## src/rtl/unidad_corrimiento_serie.sv

```systemverilog
// Iterative N-bit shifter: one bit position per clock, start/busy/done handshake.
// Ports: clk, rst_n, start, F, H, D in; busy, done, s, c out. Carry gated by SHIFT_CARRY_EN.
module unidad_corrimiento_serie #(
  parameter int N  = 8,
  parameter int DW = $clog2(N)
) (
  input  logic          clk,
  input  logic          rst_n,
  input  logic          start,
  input  logic [N-1:0]  F,
  input  logic [2:0]    H,
  input  logic [DW-1:0] D,
  output logic          busy,
  output logic          done,
  output logic [N-1:0]  s,
  output logic          c
);

  typedef enum logic [1:0] {
    IDLE  = 2'd0,
    SHIFT = 2'd1,
    DONE  = 2'd2
  } state_t;

  localparam logic [2:0] OP_XFER = 3'b000;
  localparam logic [2:0] OP_SHL  = 3'b001;
  localparam logic [2:0] OP_SHR  = 3'b010;
  localparam logic [2:0] OP_ZERO = 3'b011;
  localparam logic [2:0] OP_ROL  = 3'b100;
  localparam logic [2:0] OP_ROR  = 3'b101;
  localparam logic [2:0] OP_ASL  = 3'b110;
  localparam logic [2:0] OP_ASR  = 3'b111;

  state_t        state_q, state_d;
  logic [N-1:0]  reg_q;
  logic [DW-1:0] cnt_q;
  logic [2:0]    op_q;
  logic [N-1:0]  step_s;
  logic [DW-1:0] cnt_ld;
  logic          accept;

  assign accept = (state_q == IDLE) && start;

  // transfer and zero complete in a single edge, whatever D says
  always_comb begin
    cnt_ld = D;
    if (H == OP_XFER || H == OP_ZERO)
      cnt_ld = '0;
  end

  always_ff @(posedge clk or negedge rst_n) begin
    if (!rst_n)
      state_q <= IDLE;
    else
      state_q <= state_d;
  end

  always_comb begin
    state_d = state_q;
    unique case (state_q)
      IDLE: begin
        if (start)
          state_d = (cnt_ld != '0) ? SHIFT : DONE;
      end
      SHIFT: begin
        if (cnt_q == DW'(1))
          state_d = DONE;
      end
      DONE:    state_d = IDLE;
      default: state_d = IDLE;
    endcase
  end

  always_comb begin
    busy = (state_q != IDLE);
    done = (state_q == DONE);
  end

  always_comb begin
    step_s = reg_q;
    unique case (op_q)
      OP_SHL, OP_ASL: step_s = {reg_q[N-2:0], 1'b0};
      OP_SHR:         step_s = {1'b0, reg_q[N-1:1]};
      OP_ASR:         step_s = {reg_q[N-1], reg_q[N-1:1]};
      OP_ROL:         step_s = {reg_q[N-2:0], reg_q[N-1]};
      OP_ROR:         step_s = {reg_q[0], reg_q[N-1:1]};
      default:        step_s = reg_q;
    endcase
  end

  always_ff @(posedge clk or negedge rst_n) begin
    if (!rst_n) begin
      reg_q <= '0;
      cnt_q <= '0;
      op_q  <= OP_XFER;
    end else if (accept) begin
      op_q  <= H;
      reg_q <= (H == OP_ZERO) ? '0 : F;
      cnt_q <= cnt_ld;
    end else if (state_q == SHIFT) begin
      reg_q <= step_s;
      cnt_q <= cnt_q - DW'(1);
    end
  end

  assign s = reg_q;

`ifdef SHIFT_CARRY_EN
  logic step_c;
  logic c_q;

  // left moves expose the MSB, right moves expose the LSB
  always_comb begin
    step_c = 1'b0;
    unique case (op_q)
      OP_SHL, OP_ASL, OP_ROL:  step_c = reg_q[N-1];
      OP_SHR, OP_ASR, OP_ROR:  step_c = reg_q[0];
      default:                 step_c = 1'b0;
    endcase
  end

  always_ff @(posedge clk or negedge rst_n) begin
    if (!rst_n)
      c_q <= 1'b0;
    else if (accept)
      c_q <= 1'b0;
    else if (state_q == SHIFT)
      c_q <= step_c;
  end

  assign c = c_q;
`else
  assign c = 1'b0;
`endif

endmodule

```

## config.mk

```make
export PLATFORM = sky130hd
export DESIGN_NAME = unidad_corrimiento_serie
export DESIGN_NICKNAME = d
export VERILOG_FILES = /design/src/rtl/unidad_corrimiento_serie.sv
export SDC_FILE = /design/constraint.sdc
export NUM_CORES = 1
export LEC_CHECK = 0
export BUFFER_PORTS_ARGS = -buffer_cell sky130_fd_sc_hd__buf_2
export CAP_MARGIN = 20
export CORE_MARGIN = 4
export CORE_UTILIZATION = 50
export DETAILED_ROUTE_END_ITERATION = 8
export PLACE_DENSITY = 0.83
export SLEW_MARGIN = 10
export SYNTH_ARGS = -nofsm -noshare
export SYNTH_HDL_FRONTEND = slang
export SYNTH_SLANG_ARGS = --single-unit
```

## constraint.sdc

```tcl
create_clock -name clk -period 2 [get_ports clk]
set_input_delay 0.2 -clock clk [delete_from_list [all_inputs] [get_ports clk]]
set_output_delay 0.2 -clock clk [all_outputs]
set_load 0.02 [all_outputs]
```

==> flow_summary.yaml <==
setup_path:
  path_cells: "or3b_1 -> a31oi_4 -> nand2_1 -> a31oi_1"
  crit_start: "state_q[0]"
  crit_family: "simple AND/OR/NAND/NOR gates"
  cp.required_ns: 2.20
  reg2reg_slack_ns: 0.32
  worstPathMaxFanout: 11
  cp_num_buf_inv: 0
  critical_path_class: "reg -> reg"
  start_kind: "flop"
  end_kind: "flop"
  critPathMaxStageDelay_ns: 0.53
  slowest_stage: "or3b_1"
  reg2reg_from: "state_q[0]"
  critPathArrivalTime_ns: 1.89
floorplanning:
  die_w_um: 55.1
  dieArea_um2: 3030
  start_util: 0.542
  io_pins: 28
  rows: 16
  die_h_um: 55.1
  core-area_um2: 2040
global_routing:
  grt_max_degree: 17
  grt_usage: 0.185
  grt_first_pass_wirelength_um: 4040
  grt_overflow: 0
  antenna_found_initial: 0
  grt_pass1_vias: 891
finish:
  drive_gt1_frac: 0.269
  fin_nets: 177
  stdcell_count: 183
  final_util: 0.629
  area_delta_synth_final_pct: 15.9
  layout_common_cells: "buf_2, nand2_1, dfrtp_1, nor2_1"
  diodes: 0
  fillers: 186
  layout_commonest_cell: "buf_2"
logic_synthesis:
  synth_nets: 150
  synth_async_sr_flop_share: 1.00
  synth_warnings: 0
  synth_edf_count: 0
  synth-seq-area-share: 0.362
  ys_ff_latch: 16
  synth_cells: 131
  synthFlopType: "dfrtp_1"
  syn_area_um2: 1110
  synth.distinct_cells: 37
  synth_area_per_cell_um2: 8.45
pwr:
  peakVddDrop_mv: 0.894
  powerDensity_nw_per_um2: 1720
  p_int_uw: 1160
  power_frac_seq: 0.321
  power_switching_uw: 1050
  switching_share: 0.474
  power_frac_clock: 0.077
  combPwrFrac: 0.602
  leakage_uw: 0.000575
clock_tree:
  cts_max_level: 1
  clk_pin_slew_ns: 0.09
  cts_tree: "yes"
  cts-root-buf: "clkbuf_4"
  cts_sinks: 16
  clock_latency_ns: 0.28
  cts_buffers: 3
  clock_path_buffers: 2
timing:
  worst_hold_slack_ns: 0.162
  fin_crit_sh: 0.842
  period_minus_slack_ns: 1.68
  fin_tns_setup_ns: 0
  slew_viol_final: 0
  setup_viol: 0
  max_freq_ghz: 0.594
  fin_skew_ns: 0.00192
  rsz0062_at_grt: "no"
  hold_violations: 0
routing:
  postRouteWirelength_um: 2440
  viasPerCell: 5.63
  drt_iter0_drc: 28
  wl_per_cell_um: 13.3
  final_antenna_net_count: 0
  firstDrtPassIters: 4
  drc: 0
  vias: 1030
hold_path:
  hold_start: "F[4]"
  worstHoldPathType: "in -> reg"
job:
  max-cap-violations: 0
placed_design:
  dp_hpwl_um: 1830
  port_buffers: 26
  place_congestion: 0.786
  placed_cells: 179
run_status:
  status: "complete, no violations"
## Yosys cell counts, types with 2 or more instances
cell type | instances | area share
nand2b_1 | 4 | 0.023
nor3_1 | 2 | 0.0090
a31oi_1 | 9 | 0.051
buf_2 | 4 | 0.018
nor2b_1 | 3 | 0.017
nor2_1 | 10 | 0.034
xnor2_1 | 2 | 0.016
a21oi_1 | 6 | 0.027
mux2_2 | 6 | 0.061
dfrtp_1 | 16 | 0.36
nand3_1 | 2 | 0.0090
o221ai_1 | 2 | 0.016
inv_1 | 6 | 0.020
o22ai_1 | 2 | 0.011
nand2_1 | 20 | 0.068
mux2i_1 | 5 | 0.045
o21ai_0 | 9 | 0.041
ha_1 | 2 | 0.023
clkbuf_1 | 3 | 0.010
## state kept, by name, indices dropped and copies added, names as in the netlist
| signal | count |
|---|---|
| cnt_q | 3 |
| s | 8 |
| state_q | 2 |
| op_q | 3 |
## through the flow
step	worst slack, ns	cell area [um^2]	power, uW
detailed placement	0.330	1250	2050
global route	0.146	1280	2420
CTS	0.307	1280	2220
finish	0.316	1280	2210
global placement	0.378	1250	1990
floorplan	0.541	1110	1710
## power groups by stage
stage	Sequential (uW)	Clock [uW]	Combinational (uW)
2_1_floorplan	737	0	975
3_3_place_gp	701	0	1290
3_5_place_dp	716	0	1330
4_1_cts	708	173	1340
5_1_grt	748	188	1490
6_report	710	169	1330
## worst register-to-register path: cells and delay by family (launching register included)
kind               cells  cell delay [ns]
DFF                    1             0.50
and+or+nand+nor        2             0.62
AOI/OAI and AO/OA      2             0.49
## layer usage
layer	share of wire	GRT usage	vias up	wire length, um
met2	0.45	0.280	39	1100
met5	0	0	-	0
li1	-	-	518	-
met3	0.079	0.0214	2	192
met1	0.46	0.270	471	1120
met4	0.011	0.0648	0	28
## cell type report
| class | count | area (um^2) | area share |
|---|---|---|---|
| tap | 27 | 33.8 | 0.0263 |
| sequential | 16 | 400 | 0.312 |
| multi-input combinational | 100 | 634 | 0.494 |
| inverter | 6 | 22.5 | 0.0175 |
| clock buffer | 3 | 22.5 | 0.0175 |
| timing repair buffer | 31 | 170 | 0.133 |
## worst paths after layout
kind	endpoint	cells after the start
max	s[3]	4
min	s[4]	3
max reg2reg	s[3]	4
min reg2reg	cnt_q[1]	2
max in group asynchronous	s[2]	2
min in group asynchronous	cnt_q[0]	2
## kinds of logic (layout without fill, tap and decap cells)
group	after synthesis	in the layout	share of synthesized area
flip-flops	16	16	0.362
other	1	1	0.00339
AO/OA/AOI/OAI	38	38	0.232
buffers and inverters	15	40	0.0655
AND/OR/NAND/NOR	45	45	0.185
XOR/XNOR	3	3	0.0237
multiplexers	11	11	0.106
adder cells (fa/ha/maj)	2	2	0.0226
## repair_timing
| item | in CTS | in global routing |
|---|---|---|
| buffers inserted | 0 | 0 |
| hold endpoints to repair | 16 | 0 |
| gates resized for setup | 0 | 0 |
| hold buffers | 1 | 0 |
Note: power is estimated with default switching activity, not from simulation.
